<file path="src/rtl/binary_search_datapath.sv">
// Datapath for a binary search over an external 32x8 synchronous RAM.
// The controller sequences strobes; this block holds key, bounds, and hit state.
module binary_search_datapath (
  input  logic       Clock,
  input  logic       Resetn,
  input  logic [7:0] A_in,
  input  logic       Load_A,
  input  logic       Init_Bound,
  input  logic       Update_L,
  input  logic       Update_R,
  input  logic       Found_True,
  input  logic       Done,
  input  logic [7:0] Mem_Q,
  output logic [4:0] Mem_Addr,
  output logic [7:0] A,
  output logic [7:0] Ram_Data,
  output logic [4:0] L_Bound,
  output logic [4:0] R_Bound,
  output logic       Found,
  output logic [4:0] Loc,
  output logic       Result_Valid,
  output logic       Proto_Err
);

  logic [5:0] sum;
  logic [4:0] mid;
  logic [5:0] mid_inc;
  logic [4:0] l_next, r_next;
  logic       bad_combo, move_l, move_r;

  // 6-bit sum so 31+31 cannot overflow before the halving
  assign sum      = {1'b0, L_Bound} + {1'b0, R_Bound};
  assign mid      = 5'(sum >> 1);
  assign Mem_Addr = mid;
  assign Ram_Data = Mem_Q;

  // Clamped moves keep L <= R and never wrap past 0 or 31
  assign mid_inc = {1'b0, mid} + 6'd1;
  assign l_next  = (mid_inc > {1'b0, R_Bound}) ? R_Bound : mid_inc[4:0];
  assign r_next  = ((mid == 5'd0) || ((mid - 5'd1) < L_Bound)) ? L_Bound : (mid - 5'd1);

  assign bad_combo = (Update_L & Update_R) | (Found_True & (Update_L | Update_R));
  assign move_l    = Update_L & ~Update_R & ~Found_True;
  assign move_r    = Update_R & ~Update_L & ~Found_True;

  always_ff @(posedge Clock) begin
    if (!Resetn) begin
      A            <= '0;
      L_Bound      <= '0;
      R_Bound      <= 5'd31;
      Found        <= 1'b0;
      Loc          <= '0;
      Result_Valid <= 1'b0;
      Proto_Err    <= 1'b0;
    end else begin
      if (Load_A) A <= A_in;
      if (bad_combo) Proto_Err <= 1'b1;
      if (Init_Bound) begin
        L_Bound      <= '0;
        R_Bound      <= 5'd31;
        Found        <= 1'b0;
        Loc          <= '0;
        Result_Valid <= 1'b0;
      end else begin
        Result_Valid <= Done;
        if (Found_True) begin
          Found <= 1'b1;
          Loc   <= mid;
        end
        if (move_l) L_Bound <= l_next;
        if (move_r) R_Bound <= r_next;
      end
    end
  end

endmodule

</file>
<file path="config.mk">
export PLATFORM = sky130hd
export DESIGN_NAME = binary_search_datapath
export DESIGN_NICKNAME = d
export VERILOG_FILES = /design/src/rtl/binary_search_datapath.sv
export SDC_FILE = /design/constraint.sdc
export NUM_CORES = 1
export LEC_CHECK = 0
export CAP_MARGIN = 40
export CORE_ASPECT_RATIO = 0.8
export CORE_MARGIN = 2
export CORE_UTILIZATION = 40
export CTS_CLUSTER_SIZE = 16
export DETAILED_ROUTE_END_ITERATION = 8
export PLACE_DENSITY_LB_ADDON = 0.12
export SLEW_MARGIN = 20
export SYNTH_ARGS = -nofsm -noshare
export SYNTH_HDL_FRONTEND = slang
export SYNTH_SLANG_ARGS = --single-unit
</file>
<file path="constraint.sdc">
create_clock -name Clock -period 4.4 [get_ports Clock]
set_clock_uncertainty 0.1 [all_clocks]
set_input_delay 0.88 -clock Clock [delete_from_list [all_inputs] [get_ports Clock]]
set_output_delay 0.88 -clock Clock [all_outputs]
set_load 0.1 [all_outputs]
</file>
---- Word-level counts from Yosys, hierarchy flattened ----
Index checks and enable logic that the tools add are counted.
storage, ports and cells
  register bits ........................... 26
  output and inout port bits .............. 39
  bits of input ports ..................... 24
  logic and storage cells ................. 29
cells by class
  multiplexer cells ....................... 2
  reductions and logical operators ........ 3
  bitwise gates (word level) .............. 12
  order comparisons ....................... 2
  $add $sub $neg .......................... 3
operators by type and width
  cell                   number
  $mux W5                2
  $add A5 B1 Y6 const B  1
  $add A5 B5 Y6          1
  $and A1 B1 Y1          6
  $gt A6 B5 Y1           1
  $logic_not A5 Y1       1
  $lt A5 B5 Y1           1
  $sub A5 B1 Y5 const B  1
  $not A1 Y1             4
  $or A1 B1 Y1           2
  $reduce_or A2 Y1       1
  $logic_or A1 B1 Y1     1

---- Depth between registers and ports, before layout ----
  depth in word-level cells ............... 5
  mapped depth ............................ 15
  depth with buffers taken out ............ 15

---- Worst setup path after synthesis ----
Ideal clock, no wire load.
  path kind ............................... register to register
  from .................................... register R_Bound[2]
  to ...................................... register L_Bound[4]
  period minus slack after synthesis ...... 4.770 ns
  data required time ...................... 4.180 ns
  arrival ................................. 4.551 ns
  path slack .............................. -0.370 ns
  cell stages (with the launch flop) ...... 15
  path buffers ............................ 0
  library setup time ...................... 0.120 ns
  path through ............................ dfxtp_1 > ha_1 > xnor2_1 > inv_1 > ha_1 > nand3_1 > nor2_1 > a2111oi_4 > o211ai_2 > ha_1 > mux2i_1 > a21oi_1 > a31o_2 > and4_1 > a211o_1
between the ends
  word-level cells in the longest chain between the ends .. 4
RTL lines
  element                   RTL line  RTL
  start: declaration        18        output logic [4:0] R_Bound,
  start signal: assignment  71        if (move_r) R_Bound <= r_next;
  $add A5 B5 Y6 *           32        assign sum = {1'b0, L_Bound} + {1'b0, R_Bound};
  named net Mem_Addr[1]     14        output logic [4:0] Mem_Addr,
  $add A5 B1 Y6 *           38        assign mid_inc = {1'b0, mid} + 6'd1;
  $gt A6 B5 Y1              39        assign l_next = (mid_inc > {1'b0, R_Bound}) ? R_Bound : mid_inc[4:0];
  $mux W5 *                 39
  end signal: assignment    70        if (move_l) L_Bound <= l_next;
  end: declaration          17        output logic [4:0] L_Bound,
Mark *: on every way through the listed nets, which the timed path passes. The rest lies on a longest branch.
A chain may end at the register's enable or synchronous reset.

---- Worst setup path after layout ----
  from .................................... register L_Bound[0]
  to ...................................... register L_Bound[4]
between the ends
  word-level cells in the longest chain between the ends .. 4
RTL lines
  element          RTL line
  $add A5 B5 Y6 *  32
  $add A5 B1 Y6 *  38
  $gt A6 B5 Y1     39
  $mux W5 *        39
Every way passes the cells marked *; elsewhere a longest branch is shown, timed or not.

==> flow_summary.rst <==
.. list-table::
   :header-rows: 1

   * - Metric
     - Value
   * - Run status
     - finished, final reports clean
   * - Fraction of registers with async set/reset
     - 0%
   * - Post-CTS setup repair buffer count
     - 0
   * - Delay of the slowest cell on the worst path
     - 0.44 ns
   * - Fin crit period
     - 3.94 ns
   * - Vias per std cell
     - 5.12
   * - Number of top-level design ports
     - 63
   * - Antenna-violating nets left
     - 0
   * - Root Driver
     - clkbuf_8
   * - Pin count of the biggest net entering global routing
     - 16
   * - Layout Nets
     - 297
   * - Hold Path Depth
     - 1
   * - Number of buffers inserted during clock tree synthesis
     - 3
   * - Number of buffers inserted by hold repair at cts
     - 0
   * - Critical path data arrival time
     - 4.00 ns
   * - Critical register-to-register path endpoint
     - L_Bound[4]
   * - Hold Path Origin
     - Proto_Err
   * - Commonest non-fill, non-tap cells in the layout
     - clkdlybuf4s50_1 (42), buf_8 (24), dfxtp_1 (20)
   * - Slowest stage cell, crit path
     - fa_1
   * - Vias in the first global route
     - 1,573
   * - Count of filler cells inserted in the layout
     - 354
   * - Worst Hold Endpoint
     - Proto_Err
   * - Synth Instances
     - 195
   * - Starting density of the core
     - 41.8%
   * - Family with the most delay on the worst path
     - compound AO/OA/AOI/OAI gates
   * - Worst reg2reg path depth
     - 15
   * - Post-Route WL
     - 4660 um
   * - Worst Path Max Fanout
     - 7
   * - Post-DP HPWL
     - 3820 um
   * - Final setup viols
     - 0
   * - Critical Path End Type
     - flip-flop
   * - Type of the tightest min-delay check
     - flip-flop to flip-flop
   * - VDD IR-drop max
     - 0.177 mV
   * - Max Clk Rate
     - 0.254 GHz
   * - Num rows
     - 21
   * - Deepest clock path buffer count
     - 2
   * - Mux share of post-synthesis cell area
     - 10.3%
   * - Most used DFF post-synth
     - dfxtp_1
   * - RePlAce Congestion
     - 0.882
   * - Average detailed-routed wire length per instance
     - 14.9 um
   * - Die extent in y
     - 63.3 um
   * - Number of enable-type register cells in the synthesized netlist
     - 0
   * - Startpoint type of the worst setup path
     - flip-flop
   * - Sequential element share of the synthesized area
     - 29.6%
   * - CP Cell Sequence
     - and2_1 -> fa_1 -> xnor2_2 -> clkinvlp_4 -> ha_2 -> nand3_1 -> nor2_1 -> a2111oi_4 -> o211ai_2 -> ha_1 -> mux2i_1 -> a21oi_1 -> a31o_2 -> and4_1 -> a211o_1
   * - Startpoint of the worst-slack reg-to-reg timing path
     - L_Bound[0]
   * - Max capacitance violation total
     - 0
   * - Synthesized-area fraction occupied by ao, oa, aoi and oai cells
     - 18.7%
   * - Final Hold Fails
     - 0
   * - Parity-gate share of the synthesized area counting xor and xnor cells
     - 4.56%
   * - Largest family of logic cells by synthesized area
     - compound AO/OA/AOI/OAI gates
   * - Power density over the cells
     - 298 nW/um^2
   * - TritonCTS Sinks
     - 26
   * - Fin. max-slew vios
     - 0
   * - Die ar.
     - 4940 um^2
   * - Worst slew margin relative to its limit
     - 55.4%
   * - IO buf count
     - 46
   * - Average size of a mapped cell
     - 9.01 um^2
   * - Clock latency of the later-clocked register in the worst-skew pair
     - 0.27 ns
   * - Post-synthesis register bit count
     - 26
   * - Crit path depth
     - 15
   * - H-tree Lvls
     - 1
   * - First drt pass iteration count
     - 4
   * - Library cell occupying the most area in the post-synthesis netlist
     - dfxtp_1
   * - Antenna diode count
     - 0
   * - Fraction of the mapped netlist area in simple logic gates
     - 17.0%
   * - Number of DRC violations after detailed-routing iteration 0
     - 109
   * - Final worst-path cycle share
     - 89.6%
   * - Die X
     - 78.1 um
   * - Via count
     - 1,603
   * - Synth warn
     - 0
   * - Post-detailed-route DRC marker count
     - 0
   * - Congestion Overflow GR
     - 0
   * - Clock-pin slew on the worst setup and hold paths
     - 0.09 ns
   * - Utilization after layout
     - 64.9%
   * - Final total power
     - 814 uW
   * - Static Leakage
     - 0.00119 uW
   * - Combined global-route utilization of all metal layers
     - 19.7%
   * - Global-route wire length before repair
     - 7750 um
   * - Pin slew with the least headroom to its limit
     - 0.667 ns
   * - Area of the mapped netlist
     - 1760 um^2
   * - Number of nets produced by synthesis
     - 235
   * - Area share of fa/ha/maj cells after synthesis
     - 11.8%
   * - Critical path data required time
     - 4.46 ns
   * - WP buf/inv
     - 1
   * - Synth area leaders
     - dfxtp_1 (30%), ha_1 (11%), mux2i_1 (10%)
   * - Total of cells resized after clock tree synthesis
     - 0
   * - TritonCTS clock tree
     - done
   * - Path type of the worst setup path
     - flip-flop to flip-flop
   * - Fraction of final layout cells with drive strength greater than 1
     - 21.9%
   * - Setup repair after global routing missed its margin
     - false
   * - Share of Yosys cell area claimed by the top area cell type
     - 29.6%
   * - Most common cell after layout, fill and taps aside
     - clkdlybuf4s50_1
   * - Core Area
     - 4200 um^2
   * - Unique cell type count in the Yosys netlist
     - 44
   * - Syn-to-layout area delta
     - 55.3%
   * - Number of antenna violations at the first check in global routing
     - 0
   * - Worst R2R Setup Slack
     - 0.46 ns
-- flip-flops by register name, indices dropped and copies added (netlist names) --
name / flops
A: 8
Found: 1
L_Bound: 5
Loc: 5
Proto_Err: 1
R_Bound: 5
Result_Valid: 1
-- cells in the mapped netlist (2+ instances only) --
master     n
a211oi_1   5
a21o_1     2
a21oi_1    9
a21oi_2    2
a22oi_1    3
and2_1     3
buf_4      8
clkbuf_1   7
dfxtp_1   26
ha_1      15
inv_1     14
mux2i_1   18
nand2_1    8
nand2b_1   2
nand3_1    2
nand4_1    3
nor2_1    19
nor2b_1   10
nor3_1     2
o211ai_1   4
o21a_1     2
o21ai_0    5
xnor2_1    3
xor2_1     3
-- kinds of logic after synthesis --
kind of cell / Yosys count
and+or+nand+nor: 56
AOI/OAI and AO/OA: 42
buffers and inverters: 30
DFF: 26
muxes: 18
adders and majority gates: 16
xor gates and xnor gates: 7
-- worst register-to-register path, cell delays in order (launching register included) --
cell	delay, ns
dfxtp_2	0.36
and2_1	0.17
fa_1	0.44
xnor2_2	0.35
clkinvlp_4	0.16
ha_2	0.22
nand3_1	0.10
nor2_1	0.07
a2111oi_4	0.35
o211ai_2	0.14
ha_1	0.32
mux2i_1	0.23
a21oi_1	0.09
a31o_2	0.29
and4_1	0.21
a211o_1	0.22
-- metal layers --
layer / GRT usage (%) / wire length, um / vias up
met3: 3.87 / 217 / 6
li1: - / - / 800
met2: 33.5 / 2230 / 53
met1: 26.6 / 2190 / 744
met5: 0 / 0 / -
met4: 2.85 / 26 / 0
-- cell type report --
cell class              instances  area [um^2]  area share, %
multi-input cells             139         1110           40.6
repair buffers                 73          893           32.7
flip-flops and latches         26          528           19.3
well taps                      57         71.3           2.61
inverters                      14         56.3           2.06
clock buffers                   3         41.3           1.51
clock inverters                 1         30.0           1.10
-- worst max path at each step --
stage,from,end,slack [ns]
finish,L_Bound[0],L_Bound[4],0.46
global route,L_Bound[0],L_Bound[4],0.19
CTS,L_Bound[0],L_Bound[4],0.47
detailed placement,L_Bound[0],L_Bound[4],0.50
global placement,L_Bound[0],L_Bound[4],0.67
floorplan,L_Bound[0],L_Bound[4],-0.04
-- where the power goes --
part	switching, uW	leakage (uW)	total (uW)	internal [uW]
clock	73.6	0.0000357	195	122
sequential	8.09	0.000213	254	246
combinational	223	0.000946	364	141
total	305	0.00119	814	509
-- through the flow --
step                      area, um^2  TNS [ns]  cells  setup WS (ns)  hold WS, ns
final                           2730         0    313          0.459        0.372
after CTS                       2730         0    313          0.474        0.378
after global routing            2730         0    313          0.189        0.386
after floorplan                 1780   -0.0396    195        -0.0396        0.653
after detailed placement        2660         0    309          0.497        0.358
after global placement          2210         0    282          0.672        0.345
(Power assumes the default switching activity.)
